### src/rtl/adder_rr_arbiter_if.sv
// adder_rr_arbiter_if
//   Bundles the request and response handshakes of adder_rr_arbiter.
//   Parameters: WIDTH (operand width), NREQ (number of requesters).
//   Signals:
//     req_valid/req_ready/req_sub [NREQ]  per-requester handshake and ADD/SUB select
//     req_a/req_b [NREQ*WIDTH]            operands, requester i at [i*WIDTH +: WIDTH]
//     resp_valid/resp_ready               response slot handshake
//     resp_id/resp_y/resp_carry           owner index, result, adder carry-out
//     resp_ovf                            signed overflow, present only with ADD_ARB_OVF_EN
//   Modports: master = requesters + consumer side, slave = arbiter side.
interface adder_rr_arbiter_if #(
    parameter int unsigned WIDTH = 64,
    parameter int unsigned NREQ  = 4
);
    localparam int unsigned IDW = $clog2(NREQ);

    logic [NREQ-1:0]       req_valid;
    logic [NREQ-1:0]       req_ready;
    logic [NREQ-1:0]       req_sub;
    logic [NREQ*WIDTH-1:0] req_a;
    logic [NREQ*WIDTH-1:0] req_b;
    logic                  resp_valid;
    logic                  resp_ready;
    logic [IDW-1:0]        resp_id;
    logic [WIDTH-1:0]      resp_y;
    logic                  resp_carry;
`ifdef ADD_ARB_OVF_EN
    logic                  resp_ovf;
`endif

    modport master (
        output req_valid, req_sub, req_a, req_b, resp_ready,
        input  req_ready, resp_valid, resp_id, resp_y, resp_carry
`ifdef ADD_ARB_OVF_EN
        , input resp_ovf
`endif
    );

    modport slave (
        input  req_valid, req_sub, req_a, req_b, resp_ready,
        output req_ready, resp_valid, resp_id, resp_y, resp_carry
`ifdef ADD_ARB_OVF_EN
        , output resp_ovf
`endif
    );
endinterface

### src/rtl/adder_rr_arbiter.sv
// adder_rr_arbiter
//   Shares one Kogge-Stone adder between NREQ requesters. Round-robin grant,
//   valid/ready per request port, one registered response slot with backpressure.
//   Each request performs a+b or a-b (b inverted, carry_in=1).
// Ports:
//   clk  in   clock, all state on rising edge
//   rst  in   asynchronous active-high reset
//   bus  adder_rr_arbiter_if.slave (request/response handshakes, see interface file)
// Parameters: WIDTH (operand width), NREQ (requesters, >=2); IDW derived.
// Optional feature: define ADD_ARB_OVF_EN to add the registered resp_ovf output
// (signed overflow of the granted operation).
module adder_rr_arbiter #(
    parameter int unsigned WIDTH = 64,
    parameter int unsigned NREQ  = 4
) (
    input  logic                 clk,
    input  logic                 rst,
    adder_rr_arbiter_if.slave    bus
);
    localparam int unsigned IDW = $clog2(NREQ);
    // One extra bit so ptr+offset can exceed NREQ-1 before the wrap subtract.
    localparam int unsigned CW  = IDW + 1;

    logic [IDW-1:0]   ptr_q, ptr_d;
    logic             resp_valid_q, resp_valid_d;
    logic [IDW-1:0]   resp_id_q, resp_id_d;
    logic [WIDTH-1:0] resp_y_q, resp_y_d;
    logic             resp_carry_q, resp_carry_d;
`ifdef ADD_ARB_OVF_EN
    logic             resp_ovf_q, resp_ovf_d;
    logic             ovf;
`endif

    logic             accept;
    logic             gnt_found;
    logic [IDW-1:0]   gnt_idx;
    logic             xfer;
    logic [NREQ-1:0]  req_ready;
    logic [WIDTH-1:0] a_sel, b_sel, b_eff;
    logic             sub_sel;
    logic [WIDTH-1:0] sum;
    logic             carry_out;

    // Slot can take a new result when empty or being drained this cycle.
    // Held off during reset so no requester sees a handshake the flops would drop.
    assign accept = !rst && (!resp_valid_q || bus.resp_ready);
    assign xfer   = accept && gnt_found;

    // Round-robin search: ptr, ptr+1, ..., NREQ-1, 0, ...
    always_comb begin : grant
        logic [CW-1:0] idx;
        gnt_found = 1'b0;
        gnt_idx   = '0;
        idx       = '0;
        for (int unsigned off = 0; off < NREQ; off++) begin
            idx = {1'b0, ptr_q} + CW'(off);
            if (idx >= CW'(NREQ)) begin
                idx = idx - CW'(NREQ);
            end
            if (!gnt_found && bus.req_valid[idx[IDW-1:0]]) begin
                gnt_found = 1'b1;
                gnt_idx   = idx[IDW-1:0];
            end
        end
    end

    always_comb begin
        req_ready = '0;
        if (xfer) begin
            req_ready[gnt_idx] = 1'b1;
        end
    end
    assign bus.req_ready = req_ready;

    // Operand mux to the shared adder.
    always_comb begin
        a_sel   = '0;
        b_sel   = '0;
        sub_sel = 1'b0;
        for (int unsigned i = 0; i < NREQ; i++) begin
            if (gnt_idx == IDW'(i)) begin
                a_sel   = bus.req_a[i*WIDTH +: WIDTH];
                b_sel   = bus.req_b[i*WIDTH +: WIDTH];
                sub_sel = bus.req_sub[i];
            end
        end
    end

    assign b_eff = sub_sel ? ~b_sel : b_sel;

    // Kogge-Stone parallel prefix. Carry-in is folded into bit 0's generate so
    // g[i] after the last level is the carry out of bit i.
    always_comb begin : ks_adder
        logic [WIDTH-1:0] g, p, p0;
        p0 = a_sel ^ b_eff;
        p  = p0;
        g  = a_sel & b_eff;
        g[0] = g[0] | (p0[0] & sub_sel);
        for (int unsigned d = 1; d < WIDTH; d = d * 2) begin
            g = g | (p & (g << d));
            p = p & ((p << d) | ~({WIDTH{1'b1}} << d));
        end
        sum       = p0 ^ {g[WIDTH-2:0], sub_sel};
        carry_out = g[WIDTH-1];
    end

`ifdef ADD_ARB_OVF_EN
    assign ovf = (a_sel[WIDTH-1] == b_eff[WIDTH-1]) && (sum[WIDTH-1] != a_sel[WIDTH-1]);
`endif

    always_comb begin
        ptr_d        = ptr_q;
        resp_valid_d = resp_valid_q;
        resp_id_d    = resp_id_q;
        resp_y_d     = resp_y_q;
        resp_carry_d = resp_carry_q;
`ifdef ADD_ARB_OVF_EN
        resp_ovf_d   = resp_ovf_q;
`endif
        if (xfer) begin
            resp_valid_d = 1'b1;
            resp_id_d    = gnt_idx;
            resp_y_d     = sum;
            resp_carry_d = carry_out;
`ifdef ADD_ARB_OVF_EN
            resp_ovf_d   = ovf;
`endif
            ptr_d        = (gnt_idx == IDW'(NREQ - 1)) ? '0 : gnt_idx + 1'b1;
        end else if (bus.resp_ready) begin
            resp_valid_d = 1'b0;
        end
    end

    always_ff @(posedge clk or posedge rst) begin
        if (rst) begin
            ptr_q        <= '0;
            resp_valid_q <= 1'b0;
            resp_id_q    <= '0;
            resp_y_q     <= '0;
            resp_carry_q <= 1'b0;
`ifdef ADD_ARB_OVF_EN
            resp_ovf_q   <= 1'b0;
`endif
        end else begin
            ptr_q        <= ptr_d;
            resp_valid_q <= resp_valid_d;
            resp_id_q    <= resp_id_d;
            resp_y_q     <= resp_y_d;
            resp_carry_q <= resp_carry_d;
`ifdef ADD_ARB_OVF_EN
            resp_ovf_q   <= resp_ovf_d;
`endif
        end
    end

    assign bus.resp_valid = resp_valid_q;
    assign bus.resp_id    = resp_id_q;
    assign bus.resp_y     = resp_y_q;
    assign bus.resp_carry = resp_carry_q;
`ifdef ADD_ARB_OVF_EN
    assign bus.resp_ovf   = resp_ovf_q;
`endif

endmodule
### src/flat_wrapper.sv
// flat-port wrapper written by rule: the top's interface ports become plain ports
module adder_rr_arbiter_flat 
#(
    parameter int unsigned WIDTH = 64,
    parameter int unsigned NREQ  = 4
)
  (clk, rst, bus_req_valid, bus_req_sub, bus_req_a, bus_req_b, bus_resp_ready, bus_req_ready, bus_resp_valid, bus_resp_id, bus_resp_y, bus_resp_carry);
  adder_rr_arbiter_if #(.WIDTH(WIDTH), .NREQ(NREQ)) bus_i ();
  input  logic clk;
  input  logic rst;
  input wire logic [$bits(bus_i.req_valid)-1:0] bus_req_valid;
  input wire logic [$bits(bus_i.req_sub)-1:0] bus_req_sub;
  input wire logic [$bits(bus_i.req_a)-1:0] bus_req_a;
  input wire logic [$bits(bus_i.req_b)-1:0] bus_req_b;
  input wire logic [$bits(bus_i.resp_ready)-1:0] bus_resp_ready;
  output wire logic [$bits(bus_i.req_ready)-1:0] bus_req_ready;
  output wire logic [$bits(bus_i.resp_valid)-1:0] bus_resp_valid;
  output wire logic [$bits(bus_i.resp_id)-1:0] bus_resp_id;
  output wire logic [$bits(bus_i.resp_y)-1:0] bus_resp_y;
  output wire logic [$bits(bus_i.resp_carry)-1:0] bus_resp_carry;
  assign bus_i.req_valid = bus_req_valid;
  assign bus_i.req_sub = bus_req_sub;
  assign bus_i.req_a = bus_req_a;
  assign bus_i.req_b = bus_req_b;
  assign bus_i.resp_ready = bus_resp_ready;
  assign bus_req_ready = bus_i.req_ready;
  assign bus_resp_valid = bus_i.resp_valid;
  assign bus_resp_id = bus_i.resp_id;
  assign bus_resp_y = bus_i.resp_y;
  assign bus_resp_carry = bus_i.resp_carry;
  adder_rr_arbiter #(.WIDTH(WIDTH), .NREQ(NREQ)) u_core (.clk(clk), .rst(rst), .bus(bus_i));
endmodule
### config.mk
export PLATFORM = sky130hd
export DESIGN_NAME = adder_rr_arbiter_flat
export DESIGN_NICKNAME = d
export VERILOG_FILES = /design/src/rtl/adder_rr_arbiter_if.sv /design/src/rtl/adder_rr_arbiter.sv /design/src/flat_wrapper.sv
export SDC_FILE = /design/constraint.sdc
export NUM_CORES = 1
export LEC_CHECK = 0
export ABC_AREA = 0
export CAP_MARGIN = 20
export CELL_PAD_IN_SITES_DETAIL_PLACEMENT = 1
export CELL_PAD_IN_SITES_GLOBAL_PLACEMENT = 1
export CORE_AREA = 2 2 234 236
export DETAILED_ROUTE_END_ITERATION = 10
export DIE_AREA = 0 0 236 238
export GPL_ROUTABILITY_DRIVEN = 0
export PLACE_DENSITY_LB_ADDON = 0.1
export SLEW_MARGIN = 20
export SYNTH_ARGS = -nofsm -noshare
export SYNTH_HDL_FRONTEND = slang
export SYNTH_SLANG_ARGS = --single-unit
### constraint.sdc
create_clock -name clk -period 6.6 [get_ports clk]
set_clock_uncertainty 0.2 [all_clocks]
set_input_delay 0.66 -clock clk [delete_from_list [all_inputs] [get_ports clk]]
set_output_delay 0.66 -clock clk [all_outputs]
set_load 0.1 [all_outputs]
==> metrics.cfg, run 1 <==
[clock_network]
h-tree-depth=3
clk_latency_ns=0.36
cts_tree=yes
root_buffer=clkbuf_16
hold_buffers=0
cts.path.max_buffers=2
path_clk_slew_ns=0.06
cts_setup_buffers=0
cts_buffers=9
cts.sinks=70

[sta]
setup_viol=0
timing.fmax_mhz=160
fin_crit_sh=0.948
maxSlewViolCount=0
rsz0062_at_grt=false
finalHoldViolCount=0
slew_headroom=0.234
setup_ws_ns=0.342
worst_pin_slew_ns=1.14
fin_crit_ns=6.26

[yosys]
ys_dominant_reg_cell=dfrtp_1
yosysSeqAreaShare=0.154
ys_warn_count=0
synth.net_count=2482
synth_area_per_cell_um2=6.00
synth_cell_type_count=69
syn-instance-count=1891
syn_area_um2=11300
synth_edf_count=0
synthArstFlopShare=1.00
synth-seq-cells=70

[global_route]
top_usage_layer=met2
antenna_found_initial=21
grt_start_max_net_pins=135
grt_pass1_vias=16100
grtUsageMet2=0.406
grt_util_all_layers=0.243
grt_pass1_wl_mm=103
globalRouteMet1Util=0.312
use_met3=0.0585
grt-ovfl-total=0

[die]
dieArea_um2=56200
die_w_um=236
fp.coreArea_um2=53500
die_y_um=238
rows=85
ios=595
initial_core_util=0.212

[cells_and_area]
nets=3150
syn_to_final_growth_pct=74.3
layout_common_cells=clkdlybuf4s50_1 (592), nand2_1 (370), a21oi_1 (332), nor2_1 (301), buf_4 (196)
drive_gt1_frac=0.0999
instances_no_fill=3273
layout_commonest_cell=clkdlybuf4s50_1
fill_cells=6799

[route]
vias_per_cell=4.73
dr.pass1.iters=7
dr.first_iter.drc_count=839
wl_per_cell_um=21.5
ant_nets=0
vias=15500
drt_drc_violations_left=0
wl_mm=70.3

[worst_setup_path]
cpPeakStageDelay_ns=0.50
start_kind=input port
slowest_stage=clkdlybuf4s50_1
crit_required_ns=6.68
path_class=input port to flop
cp_data_arrival_time_ns=6.34
crit_path_end_kind=flop
critPathMostFrequentCell=nor2_1
path_max_fanout=21

[status]
status=complete, no violations

[placement]
numPortBuffers=594
dp.cells=3244
dp_hpwl_mm=60.9
place_ws_ns=-0.122

[run]
maxCapViolations=0

[min_path]
hold_path_class=flop to flop

==> synthesized netlist by cell type (16+ instances only) <==
cell type | n | area, µm²
o21ai_0 | 183 | 916
nand3_1 | 16 | 80.1
nand4_1 | 22 | 138
dfrtp_1 | 70 | 1750
buf_1 | 37 | 139
inv_1 | 24 | 90.1
a21o_1 | 31 | 233
xor2_1 | 87 | 762
xnor2_1 | 34 | 298
o21ai_1 | 45 | 225
nand2_1 | 371 | 1390
clkbuf_1 | 102 | 383
a21oi_1 | 332 | 1660
ha_1 | 67 | 838
nor2_1 | 302 | 1130
==> cell type report <==
type / instances / area, µm² / area share
Clock buffer: 9 / 225 / 0.0114
Antenna cell: 14 / 35.0 / 0.00177
Inverter: 24 / 90.1 / 0.00455
Timing Repair Buffer: 803 / 7700 / 0.389
Clock inverter: 6 / 87.6 / 0.00443
Multi-Input combinational cell: 1651 / 9020 / 0.456
Sequential cell: 70 / 1750 / 0.0886
Tap cell: 696 / 871 / 0.0440
==> worst paths after layout <==
path,from,endpoint,slack [ns],cells after the start
worst max-delay path,bus_req_valid[3],u_core.bus.resp_carry$_DFFE_PP0P_,0.34,30
worst min-delay path,u_core.bus.resp_y[40]$_DFFE_PP0P_,u_core.bus.resp_y[40]$_DFFE_PP0P_,0.28,2
worst max register to register,u_core.ptr_q[1]$_DFFE_PP0P_,u_core.bus.resp_carry$_DFFE_PP0P_,0.72,29
worst min register to register,u_core.bus.resp_y[40]$_DFFE_PP0P_,u_core.bus.resp_y[40]$_DFFE_PP0P_,0.28,2
max in group asynchronous,rst,u_core.bus.resp_y[10]$_DFFE_PP0P_,4.76,3
min in group asynchronous,rst,u_core.bus.resp_valid$_DFFE_PP0P_,0.30,2
==> state kept, by name (all words and copies together) (netlist names) <==
signal                 count
u_core.bus.resp_y         64
u_core.bus.resp_valid      1
u_core.bus.resp_id         2
u_core.bus.resp_carry      1
u_core.ptr_q               2
==> critical path, delay by kind of cell <==
kind | cells | cell delay [ns]
fa+ha+maj | 2 | 0.58
buf+inv | 7 | 1.39
compound gates | 13 | 2.71
simple gates | 7 | 0.81
xor+xnor | 1 | 0.14
==> cells by family (layout without fill, tap and decap cells) <==
logic type / after synthesis / count (layout) / synth area share
xor gates and xnor gates: 121 / 121 / 0.0934
adders and majority gates: 68 / 68 / 0.0757
DFF: 70 / 70 / 0.154
other: 0 / 14 / 0
buffers and inverters: 170 / 842 / 0.0570
and+or+nand+nor: 773 / 773 / 0.279
muxes: 3 / 3 / 0.00287
AOI/OAI and AO/OA: 686 / 686 / 0.338
==> routing by layer <==
layer | wire (µm) | part of all wire
met5 | 46 | 0.00065
met2 | 33000 | 0.47
met4 | 1210 | 0.017
met3 | 4470 | 0.064
met1 | 31600 | 0.45
==> timing repair <==
item                       4_1_cts  5_1_grt
setup endpoints to repair        0        9
resized for setup                0        2
hold endpoints to repair         0        0
==> through the flow <==
step | hold slack [ns] | instance area (µm²) | utilization | TNS [ns]
floorplan | 0.339 | 11300 | - | 0
global placement | 0.263 | 19400 | 0.363 | 0
detailed placement | 0.278 | 19400 | 0.363 | -0.657
CTS | 0.292 | 19700 | 0.369 | 0
global route | 0.318 | 19800 | 0.369 | 0
finish | 0.284 | 19800 | 0.370 | 0
Power of run 1 is not shown: default switching activity piles up to over one toggle a cycle in this logic, so the estimate is an artifact.
==> inputs of run 2 (changes only) <==
Settings changed: GPL_ROUTABILITY_DRIVEN 0 to unset.
==> run 2 against run 1 <==
  * Setup slack better by 0.17 ns
  * Core utilization increased by 1.1 points
  * Flip-flop and latch count unchanged
  * Clock-buffer cell count up 1
  * Die area unchanged
  * Global-route usage up 0.27 points
  * Final area increased by 2.9%
  * Via count up 2.8%
  * Cell count grew 2.6%
  * Non-clock buffer count is 80 higher
  * First-iteration DRC count decreased by 28%
  * Critical path depth down 2
  * Highest routed layer unchanged
==> metrics.cfg, run 2 (synthesis results as in run 1) <==
[min_path]
hold-path-endpoint=u_core.bus.resp_y[36]$_DFFE_PP0P_
hp-start=u_core.bus.resp_y[36]$_DFFE_PP0P_
hold_path_class=flop to flop
hold_path_depth=2  ; unchanged

[cells_and_area]
layout_common_cells=clkdlybuf4s50_1 (592), nand2_1 (370), a21oi_1 (332), nor2_1 (301), buf_4 (280)
nets=3230  ; +2.5%
layout_commonest_cell=clkdlybuf4s50_1
largest_reg_flops=64  ; unchanged
syn_to_final_growth_pct=79.3
drive_gt1_frac=0.128  ; +0.0280
fill_cells=6823  ; +0.35%

[worst_setup_path]
cpPeakStageDelay_ns=0.50  ; about the same
critPathMostFrequentCell=buf_4
reg2reg_setup_slack_ns=0.90  ; +0.18 ns
reg2reg_depth=27  ; -6.9%
rr_endpoint=u_core.bus.resp_y[59]$_DFFE_PP0P_
crit_required_ns=6.63  ; -0.05 ns
cp_data_arrival_time_ns=6.11  ; -0.23 ns
path_max_fanout=30  ; +43%
r2r-start=u_core.ptr_q[1]$_DFFE_PP0P_
start_kind=input port
path_class=input port to flop
crit_path_end_kind=flop
slowest_stage=clkdlybuf4s50_1

[die]
fp.coreArea_um2=53500  ; unchanged
initial_core_util=0.212  ; unchanged
die_y_um=238  ; unchanged
die_w_um=236  ; unchanged
rows=85  ; unchanged
ios=595  ; unchanged
dieArea_um2=56200  ; unchanged

[route]
wl_per_cell_um=21.1  ; -1.6%
dr.pass1.iters=5  ; -2
vias=15900  ; +2.8%
wl_mm=71.0  ; +0.95%
vias_per_cell=4.74  ; +0.24%
drt_drc_violations_left=0  ; unchanged
dr.first_iter.drc_count=608  ; -28%
ant_nets=0  ; unchanged

[sta]
finalHoldViolCount=0  ; unchanged
fin_crit_ns=6.08  ; -0.174 ns
rsz0062_at_grt=false
timing.fmax_mhz=164  ; +2.9%
fin_crit_sh=0.922  ; -0.0264
fin_tns_setup_ns=0  ; unchanged
worst_pin_slew_ns=1.12  ; -0.0219 ns
slew_headroom=0.249  ; +0.0147
maxSlewViolCount=0  ; unchanged
setup_viol=0  ; unchanged

[global_route]
grt-ovfl-total=0  ; unchanged
grt_util_all_layers=0.245  ; +0.00267
antenna_found_initial=25  ; +19%
grt_pass1_vias=16500  ; +2.5%
grt_pass1_wl_mm=104  ; +1.0%
grt_start_max_net_pins=119  ; -12%

[clock_network]
cts.path.max_buffers=2  ; unchanged
cts_tree=yes
h-tree-depth=3  ; unchanged
cts_buffers=9  ; unchanged
path_clk_slew_ns=0.06  ; about the same
clk_latency_ns=0.36  ; about the same
root_buffer=clkbuf_16
cts.sinks=70  ; unchanged

[placement]
numPortBuffers=594  ; unchanged
dp_hpwl_mm=62.6  ; +2.8%
gp_congestion=0.900

[status]
status=complete, no violations

[run]
maxCapViolations=0  ; unchanged

==> run 2: cell types whose count changed in the layout (fill, tap and decap cells not counted) <==
cell	change
nor4_1	-1
o21ai_1	+3
nor4_2	+1
bufinv_16	-1
diode_2	+4
clkinvlp_4	+2
buf_12	-4
buf_4	+84
clkinv_2	-2
clkinv_4	+1
clkbuf_8	+1
o21ai_0	-3
==> run 2: critical path, delay by kind of cell <==
family          cells  cell delay (ns)
compound gates     12             2.19
buf+inv             9             1.84
fa+ha+maj           2             0.60
simple gates        3             0.45
xor+xnor            2             0.30
==> run 2: per-stage QoR <==
stage | hold slack [ns] | utilization | setup slack (ns) | cell area (µm²) | std cells
finish | 0.277 | 0.380 | 0.516 | 20300 | 3358
global route | 0.312 | 0.380 | 0.00186 | 20300 | 3356
CTS | 0.283 | 0.379 | 0.253 | 20300 | 3339
detailed placement | 0.269 | 0.373 | -0.0615 | 20000 | 3323
global placement | 0.264 | 0.373 | 0.0816 | 20000 | 3323
floorplan | 0.339 | - | 1.22 | 11300 | 1891
==> run 2: routing by layer <==
metal / global-route usage / part of all wire / up-vias
li1: - / - / 8030
met1: 0.315 / 0.45 / 7417
met2: 0.405 / 0.47 / 403
met3: 0.0555 / 0.061 / 58
met4: 0.0811 / 0.019 / 10
met5: 0 / 0.00097 / -
==> run 2: what timing repair did <==
item                       in CTS  in global routing
setup endpoints to repair       0                 11
hold buffers                    0                  0
buffers inserted                0                  1
gates resized for setup         0                  6
==> run 2: how the worst max path moves through the flow <==
stage	slack, ns	endpoint	from	cells after the start
floorplan	1.22	u_core.bus.resp_y[58]$_DFFE_PP0P_	bus_req_valid[3]	25
global placement	0.08	u_core.bus.resp_y[55]$_DFFE_PP0P_	bus_req_valid[0]	26
detailed placement	-0.06	u_core.bus.resp_y[59]$_DFFE_PP0P_	bus_req_valid[0]	27
CTS	0.25	u_core.bus.resp_y[59]$_DFFE_PP0P_	bus_req_valid[0]	27
global route	0.002	u_core.bus.resp_y[55]$_DFFE_PP0P_	bus_req_valid[0]	24
finish	0.52	u_core.bus.resp_y[59]$_DFFE_PP0P_	bus_req_valid[3]	28
==> run 2: final cells by class <==
cell class,count,area (µm²),area share
clock inverters,6,71.3,0.00351
multi-input cells,1651,9030,0.444
repair buffers,883,8250,0.405
flip-flops and latches,70,1750,0.0861
diodes,18,45.0,0.00221
well taps,696,871,0.0428
clock buffers,10,239,0.0117
inverters,24,90.1,0.00443
Power of run 2 is left out for the same reason.
